`src/rtl/led_mode_ctrl_pkg.sv`:
```
// Shared definitions for the LED mode controller.
//   state_e    : controller state encoding (OFF, SHIFT, FLASH)
//   COLOR_*    : one-hot colour codes driven on o_color, bit order {blue, green, red}
//   BTN_*      : bit positions of the push-buttons in i_btn
//   SW_*       : bit positions of the single-bit switches in i_sw
package led_mode_ctrl_pkg;

  typedef enum logic [1:0] {
    ST_OFF   = 2'd0,
    ST_SHIFT = 2'd1,
    ST_FLASH = 2'd2
  } state_e;

  localparam logic [2:0] COLOR_RED   = 3'b001;
  localparam logic [2:0] COLOR_GREEN = 3'b010;
  localparam logic [2:0] COLOR_BLUE  = 3'b100;

  localparam int BTN_MODE  = 0;
  localparam int BTN_RED   = 1;
  localparam int BTN_GREEN = 2;
  localparam int BTN_BLUE  = 3;

  localparam int SW_EN  = 0;
  localparam int SW_DIR = 3;

endpackage

```
`src/rtl/led_mode_ctrl_btn_debounce.sv`:
```
// One-bit button conditioner: 2-flop synchroniser, debounce filter and
// press-event pulse.
//   clock    : system clock
//   ck_rst   : asynchronous active-low reset
//   i_btn    : raw, asynchronous button level
//   o_press  : one-cycle pulse in the cycle after the debounced level rises
// After reset the filter stays disarmed until the button has been seen low
// for DB_CYCLES samples, so a button held through reset never fires.
module btn_debounce #(
  parameter int DB_CYCLES = 8
) (
  input  logic clock,
  input  logic ck_rst,
  input  logic i_btn,
  output logic o_press
);

  localparam int CW = $clog2(DB_CYCLES + 1);
  localparam logic [CW-1:0] CNT_LAST = CW'(DB_CYCLES - 1);

  logic          sync1_q, sync2_q;
  logic          level_q, level_d;
  logic          armed_q, armed_d;
  logic          press_q, press_d;
  logic [CW-1:0] cnt_q, cnt_d;
  logic          ref_lvl;

  // NOTE: every variable gets a default before the branches so no path
  // leaves it unassigned, which would otherwise infer a latch.
  always_comb begin
    level_d = level_q;
    armed_d = armed_q;
    cnt_d   = cnt_q;
    press_d = 1'b0;
    // While disarmed the filter looks for a stable low instead of a change.
    ref_lvl = armed_q ? level_q : 1'b1;
    if (sync2_q == ref_lvl) begin
      cnt_d = '0;
    end else if (cnt_q == CNT_LAST) begin
      cnt_d = '0;
      if (armed_q) begin
        level_d = sync2_q;
        press_d = sync2_q;
      end else begin
        armed_d = 1'b1;
      end
    end else begin
      cnt_d = cnt_q + 1'b1;
    end
  end

  // NOTE: sequential state uses non-blocking assignments so all flops sample
  // their inputs from before the edge, independent of statement order.
  always_ff @(posedge clock or negedge ck_rst) begin
    if (!ck_rst) begin
      sync1_q <= 1'b0;
      sync2_q <= 1'b0;
      level_q <= 1'b0;
      armed_q <= 1'b0;
      press_q <= 1'b0;
      cnt_q   <= '0;
    end else begin
      sync1_q <= i_btn;
      sync2_q <= sync1_q;
      level_q <= level_d;
      armed_q <= armed_d;
      press_q <= press_d;
      cnt_q   <= cnt_d;
    end
  end

  assign o_press = press_q;

endmodule

```
`src/rtl/led_mode_ctrl.sv`:
```
// LED pattern controller: debounced buttons select mode and colour, switches
// enable the pattern and set its step rate.
//   clock    : system clock
//   ck_rst   : asynchronous active-low reset
//   i_btn    : raw buttons [0] mode toggle, [1] red, [2] green, [3] blue
//   i_sw     : switches [0] enable, [2:1] speed select, [3] direction
//   o_step   : one-cycle pulse advancing the LED pattern
//   o_mode   : 0 shift, 1 flash
//   o_color  : one-hot colour {blue, green, red}
//   o_dir    : registered direction switch
//   o_active : controller is not OFF
module led_mode_ctrl
  import led_mode_ctrl_pkg::*;
#(
  parameter int N_BTN     = 4,
  parameter int NB_SEL    = 2,
  parameter int NB_COUNT  = 14,
  parameter int DB_CYCLES = 8
) (
  input  logic             clock,
  input  logic             ck_rst,
  input  logic [N_BTN-1:0] i_btn,
  input  logic [3:0]       i_sw,
  output logic             o_step,
  output logic             o_mode,
  output logic [2:0]       o_color,
  output logic             o_dir,
  output logic             o_active
);

  logic [N_BTN-1:0]    press;
  logic [3:0]          sw_q;
  state_e              state_q, state_d;
  logic [NB_COUNT-1:0] cnt_q, cnt_d, limit;
  logic                step_q, step_d;
  logic                mode_q, mode_d;
  logic                active_q, active_d;
  logic [2:0]          color_q, color_d;

  for (genvar g = 0; g < N_BTN; g++) begin : g_btn
    btn_debounce #(.DB_CYCLES(DB_CYCLES)) u_db (
      .clock   (clock),
      .ck_rst  (ck_rst),
      .i_btn   (i_btn[g]),
      .o_press (press[g])
    );
  end

  // Faster speeds shorten the step period by halving the wrap point.
  assign limit = {NB_COUNT{1'b1}} >> sw_q[NB_SEL:1];

  always_comb begin
    state_d = state_q;
    cnt_d   = cnt_q;
    step_d  = 1'b0;
    color_d = color_q;

    if (press[BTN_RED])        color_d = COLOR_RED;
    else if (press[BTN_GREEN]) color_d = COLOR_GREEN;
    else if (press[BTN_BLUE])  color_d = COLOR_BLUE;

    case (state_q)
      ST_OFF: begin
        cnt_d = '0;
        if (sw_q[SW_EN]) state_d = ST_SHIFT;
      end
      ST_SHIFT, ST_FLASH: begin
        if (!sw_q[SW_EN]) begin
          // Disable wins over a mode press arriving in the same cycle.
          state_d = ST_OFF;
          cnt_d   = '0;
        end else if (press[BTN_MODE]) begin
          state_d = (state_q == ST_SHIFT) ? ST_FLASH : ST_SHIFT;
          cnt_d   = '0;
        end else if (cnt_q > limit) begin
          // Speed just went up past the current count: restart silently.
          cnt_d = '0;
        end else if (cnt_q == limit) begin
          step_d = 1'b1;
          cnt_d  = '0;
        end else begin
          cnt_d = cnt_q + 1'b1;
        end
      end
      default: begin
        state_d = ST_OFF;
        cnt_d   = '0;
      end
    endcase

    mode_d   = (state_d == ST_FLASH);
    active_d = (state_d != ST_OFF);
  end

  always_ff @(posedge clock or negedge ck_rst) begin
    if (!ck_rst) begin
      sw_q     <= '0;
      state_q  <= ST_OFF;
      cnt_q    <= '0;
      step_q   <= 1'b0;
      mode_q   <= 1'b0;
      active_q <= 1'b0;
      color_q  <= COLOR_RED;
    end else begin
      sw_q     <= i_sw;
      state_q  <= state_d;
      cnt_q    <= cnt_d;
      step_q   <= step_d;
      mode_q   <= mode_d;
      active_q <= active_d;
      color_q  <= color_d;
    end
  end

  assign o_step   = step_q;
  assign o_mode   = mode_q;
  assign o_color  = color_q;
  assign o_dir    = sw_q[SW_DIR];
  assign o_active = active_q;

endmodule

```
`config.mk`:
```
export PLATFORM = sky130hd
export DESIGN_NAME = led_mode_ctrl
export DESIGN_NICKNAME = d
export VERILOG_FILES = /design/src/rtl/led_mode_ctrl_pkg.sv /design/src/rtl/led_mode_ctrl_btn_debounce.sv /design/src/rtl/led_mode_ctrl.sv
export SDC_FILE = /design/constraint.sdc
export NUM_CORES = 1
export LEC_CHECK = 0
export ABC_AREA = 1
export CAP_MARGIN = 20
export CORE_MARGIN = 2
export CORE_UTILIZATION = 62
export CTS_CLUSTER_SIZE = 40
export DETAILED_ROUTE_END_ITERATION = 12
export PLACE_DENSITY = 0.85
export RECOVER_POWER = 50
export SETUP_SLACK_MARGIN = 0.02
export SLEW_MARGIN = 40
export SYNTH_ARGS = -nofsm -noshare
export SYNTH_HDL_FRONTEND = slang
export SYNTH_SLANG_ARGS = --single-unit
export TNS_END_PERCENT = 100
```
`constraint.sdc`:
```
create_clock -name clock -period 3.8 [get_ports clock]
set_input_delay 0.95 -clock clock [delete_from_list [all_inputs] [get_ports clock]]
set_output_delay 0.95 -clock clock [all_outputs]
set_load 0.02 [all_outputs]
```
==> summary.md <==
The flow ran to the end, and the final reports show no timing, DRC or antenna violations. The maximum clock frequency was 0.417 GHz; the average wire per standard cell was 11.7 um. Summed over all layers, the global routing overflow is 0. The clock arrives with 5.35 ps of skew. STA classifies the critical path endpoint as a primary output.

The worst stage delay on the critical path is 590 ps. The clock network accounts for 32.8% of the total power. Of all flip-flops after synthesis, the portion carrying an async set or reset was 100%.

Final cycle utilization of the critical path: 63.1%. The final net count was 340; the sequential element share of the synthesized area was 56.9%. TritonCTS built the clock tree. Number of gates resized after cts: 0. In this run the horizontal extent of the chip is 70.4 um.

Setup repair after global routing left no endpoint under its margin. The final period demand of the worst path was 2400 ps; the synthesized net count was 313. The pre-CTS setup slack came out at 1750 ps.

met2 is the most crowded layer. Sequential cells burn 49.3% of the power. The logs give 50 for the maximum number of pins on one net before global-route repair and 4 for the iteration count of the initial detailed-routing pass. Maximum net fanout on the critical path: 2.

For this design, the sink count on the clock tree is 62. The number of slew-limit violations in the final report was 0. Die boundary height: 70.4 um. The number of buffer and inverter instances along the worst setup path was 1. For the met2 usage in global routing, the log shows 35.7%. The total count of hold-check failures in the final report was 0; the clock edge transition at the registers on the reported setup and hold paths was 60 ps. The last weighted congestion value of the routability-driven placer is 0.844, and the area growth from synthesis to layout is 14.9%.

Input and output buffers added on the ports amount to 16. STA classifies the critical path startpoint as a flop. The starting utilization of the core area was 63.6%. Detailed placement finished with a half-perimeter wire length of 3.12 mm. In this run the deepest clock path goes through 2 buffers.

The mapped netlist covers 0.00273 mm^2. The areal power density over the cells was 534 mW/mm^2. The tools report the origin of the critical flop-to-flop path as sw_q[1].

The floorplan has 24 rows. The global-route track usage on met1 is 22.7%, and the total clock buffers created by CTS is 9. The placeable core region came out at 0.00429 mm^2. In this run, synthesis inferred 0 flip-flops with an integrated enable. The count of nets left with antenna violations once routing finished came out at 0.

Along the worst hold path, the cell count comes to 0. The slowest stage of the critical path belongs to the cell clkdlybuf4s50_1. The register-to-register setup slack is 1860 ps, and the all-layer global routing usage is 21.0%.

Net switching is 29.4% of the power. The number of synthesis warnings came out at 0. The static leakage power was 1.56 nW; the unique cell type count in the Yosys netlist was 21. The flip-flop and latch count after synthesis is 62. Across all layers, the routed design uses 1925 vias. Summing internal, switching and leakage power gives 1.67 mW. The first global-routing pass estimated 7.77 mm of wire.

Global routing used 6.93% of the available met3 tracks. The average size of a mapped cell is 9.35 um^2, and the detailed-route wire length is 4.41 mm. Measured in cells, the most critical reg-to-reg path has a length of 7. For this design, the CTS-stage hold fixing added 0 buffers. The share of total power in combinational logic is 17.8%, and the post-route setup TNS is 0 ps. Data on the critical path is required at its endpoint by 2850 ps.

The tools report the master cell of the clock root buffer as clkbuf_8. The pin slew with the least headroom to its limit was 583 ps. The path with the worst hold slack has its endpoint at g_btn[0].u_db.sync2_q.

Internal power comes to 1.18 mW. The run gives 3 as the H-tree depth reported by CTS. Post-CTS setup buffer count: 0. The die covers 0.00495 mm^2. The number of antenna violations at the first check in global routing came out at 0. The later pin in the worst-skew pair is clocked with a latency of 340 ps. Across the run, the number of max-cap violations was 0.

For the number of failing setup endpoints in the final timing report, the log shows 0. At the worst endpoint, the arrival time is 1450 ps. The initial DRC count was 48; the count of antenna diodes in the layout was 0. The ratio of routed vias to standard cells was 5.13. The endpoint identified for the worst register-to-register timing path is cnt_q[13]. The worst hold path begins at g_btn[0].u_db.sync1_q.

The cell count after synthesis was 292. Headroom to the max-slew limit came out at 61.1%. In this run the power spent charging and discharging nets is 493 uW. Across the VDD grid, the largest voltage drop is 0.392 mV.

The worst path meets setup with 1400 ps of slack. The ratio of cells with drive above 1 in the final layout is 10.2%. The count of pins on the block boundary was 17; the number of global-route vias before repair was 1891. In the synthesized netlist the dominant register cell turns out to be dfrtp_1. Walking the worst path, the cells encountered are clkdlybuf4s50_1.

After detailed routing, the number of remaining DRC violations is 0. The kind of cell adding the most delay to the critical path is buffers and inverters. The startpoint-to-endpoint class of the critical path is flop to primary output.

The min-delay analysis places its worst path in the category flop to flop. Number of fill cells: 318.
flip-flops by register name, indices dropped and copies added (netlist names), 3 cells and up:
name,flops
cnt_q,14
g_btn.u_db.armed_q,4
g_btn.u_db.cnt_q,16
g_btn.u_db.level_q,4
g_btn.u_db.o_press,4
g_btn.u_db.sync1_q,4
g_btn.u_db.sync2_q,4
o_color,3
sw_q,4
power by group through the flow:
stage / sequential (mW) / combinational (mW) / clock (mW)
6_report: 0.826 / 0.299 / 0.550
5_1_grt: 0.839 / 0.352 / 0.585
4_1_cts: 0.826 / 0.305 / 0.564
3_5_place_dp: 0.837 / 0.304 / 0
3_3_place_gp: 0.831 / 0.288 / 0
2_1_floorplan: 0.831 / 0.220 / 0
cells in the mapped netlist (5+ instances only):
cell       n  area [um^2]
a21oi_1    7         35.0
nand2_1   59          221
nand3_1   16         80.1
nor2_1    36          135
ha_1      11          138
nor2_2     9         56.3
inv_1     41          154
xor2_1     9         78.8
nand3b_1   5         37.5
dfrtp_1   61         1530
o21ai_0   15         75.1
nand4_1    5         31.3
cells by family after synthesis:
logic type,after synthesis,synth area share [%]
AO/OA/AOI/OAI,27,5.41
AND/OR/NAND/NOR,139,23.1
buffers and inverters,42,6.05
XOR/XNOR,11,3.53
flip-flops,62,56.9
adder cells (fa/ha/maj),11,5.04
how the worst max path moves through the flow:
stage | startpoint | to | cells past startpoint
6_report | o_color[0] | o_color[0] | 1
4_1_cts | o_color[0] | o_color[0] | 1
2_1_floorplan | sw_q[1] | cnt_q[6] | 8
3_5_place_dp | o_color[0] | o_color[0] | 1
5_1_grt | o_color[0] | o_color[0] | 1
3_3_place_gp | o_color[0] | o_color[0] | 1
stage by stage:
stage                     util, %  cell area (um^2)  cells  hold slack [ps]
after floorplan                 -              2730    292              331
after global placement       68.6              2950    360              332
after detailed placement     68.7              2950    360              337
after CTS                    73.1              3140    375              352
after global routing         73.1              3140    375              360
final                        73.1              3140    375              348
cell type report:
type,count,area (um^2),share of cell area [%]
clock buffer,11,141,4.51
clock inverter,4,47.5,1.52
inverter,41,154,4.90
multi-input combinational,188,1010,32.3
sequential,62,1550,49.5
tap,52,65.1,2.07
timing repair buffer,17,165,5.26
cell usage in the layout, fill, tap and decap left out:
master | Yosys | layout
dfstp_2 | 1 | 1
bufinv_16 | 0 | 1
xnor2_1 | 2 | 2
ha_1 | 11 | 11
nor2_2 | 9 | 9
nand2_1 | 59 | 59
xor2_1 | 9 | 9
o211ai_1 | 2 | 2
dfrtp_1 | 61 | 61
nor2_1 | 36 | 36
a21oi_1 | 7 | 7
or2_2 | 1 | 1
inv_1 | 41 | 41
nand3b_1 | 5 | 5
clkbuf_1 | 0 | 1
clkdlybuf4s50_1 | 0 | 12
nand4_1 | 5 | 5
nor3_1 | 2 | 2
clkinvlp_4 | 0 | 1
buf_4 | 0 | 2
nand2_2 | 3 | 3
nor2_4 | 3 | 3
dlygate4sd3_1 | 0 | 3
o21bai_1 | 3 | 3
clkbuf_8 | 0 | 10
clkinv_2 | 0 | 2
nand3_1 | 16 | 16
o21ai_0 | 15 | 15
per-layer routing:
metal / up-vias / share of wire, %
met2: 43 / 50
met1: 900 / 43
li1: 975 / -
met5: - / 0
met3: 7 / 5.0
met4: 0 / 2.0
No activity file was read; power rests on OpenSTA's default activity.
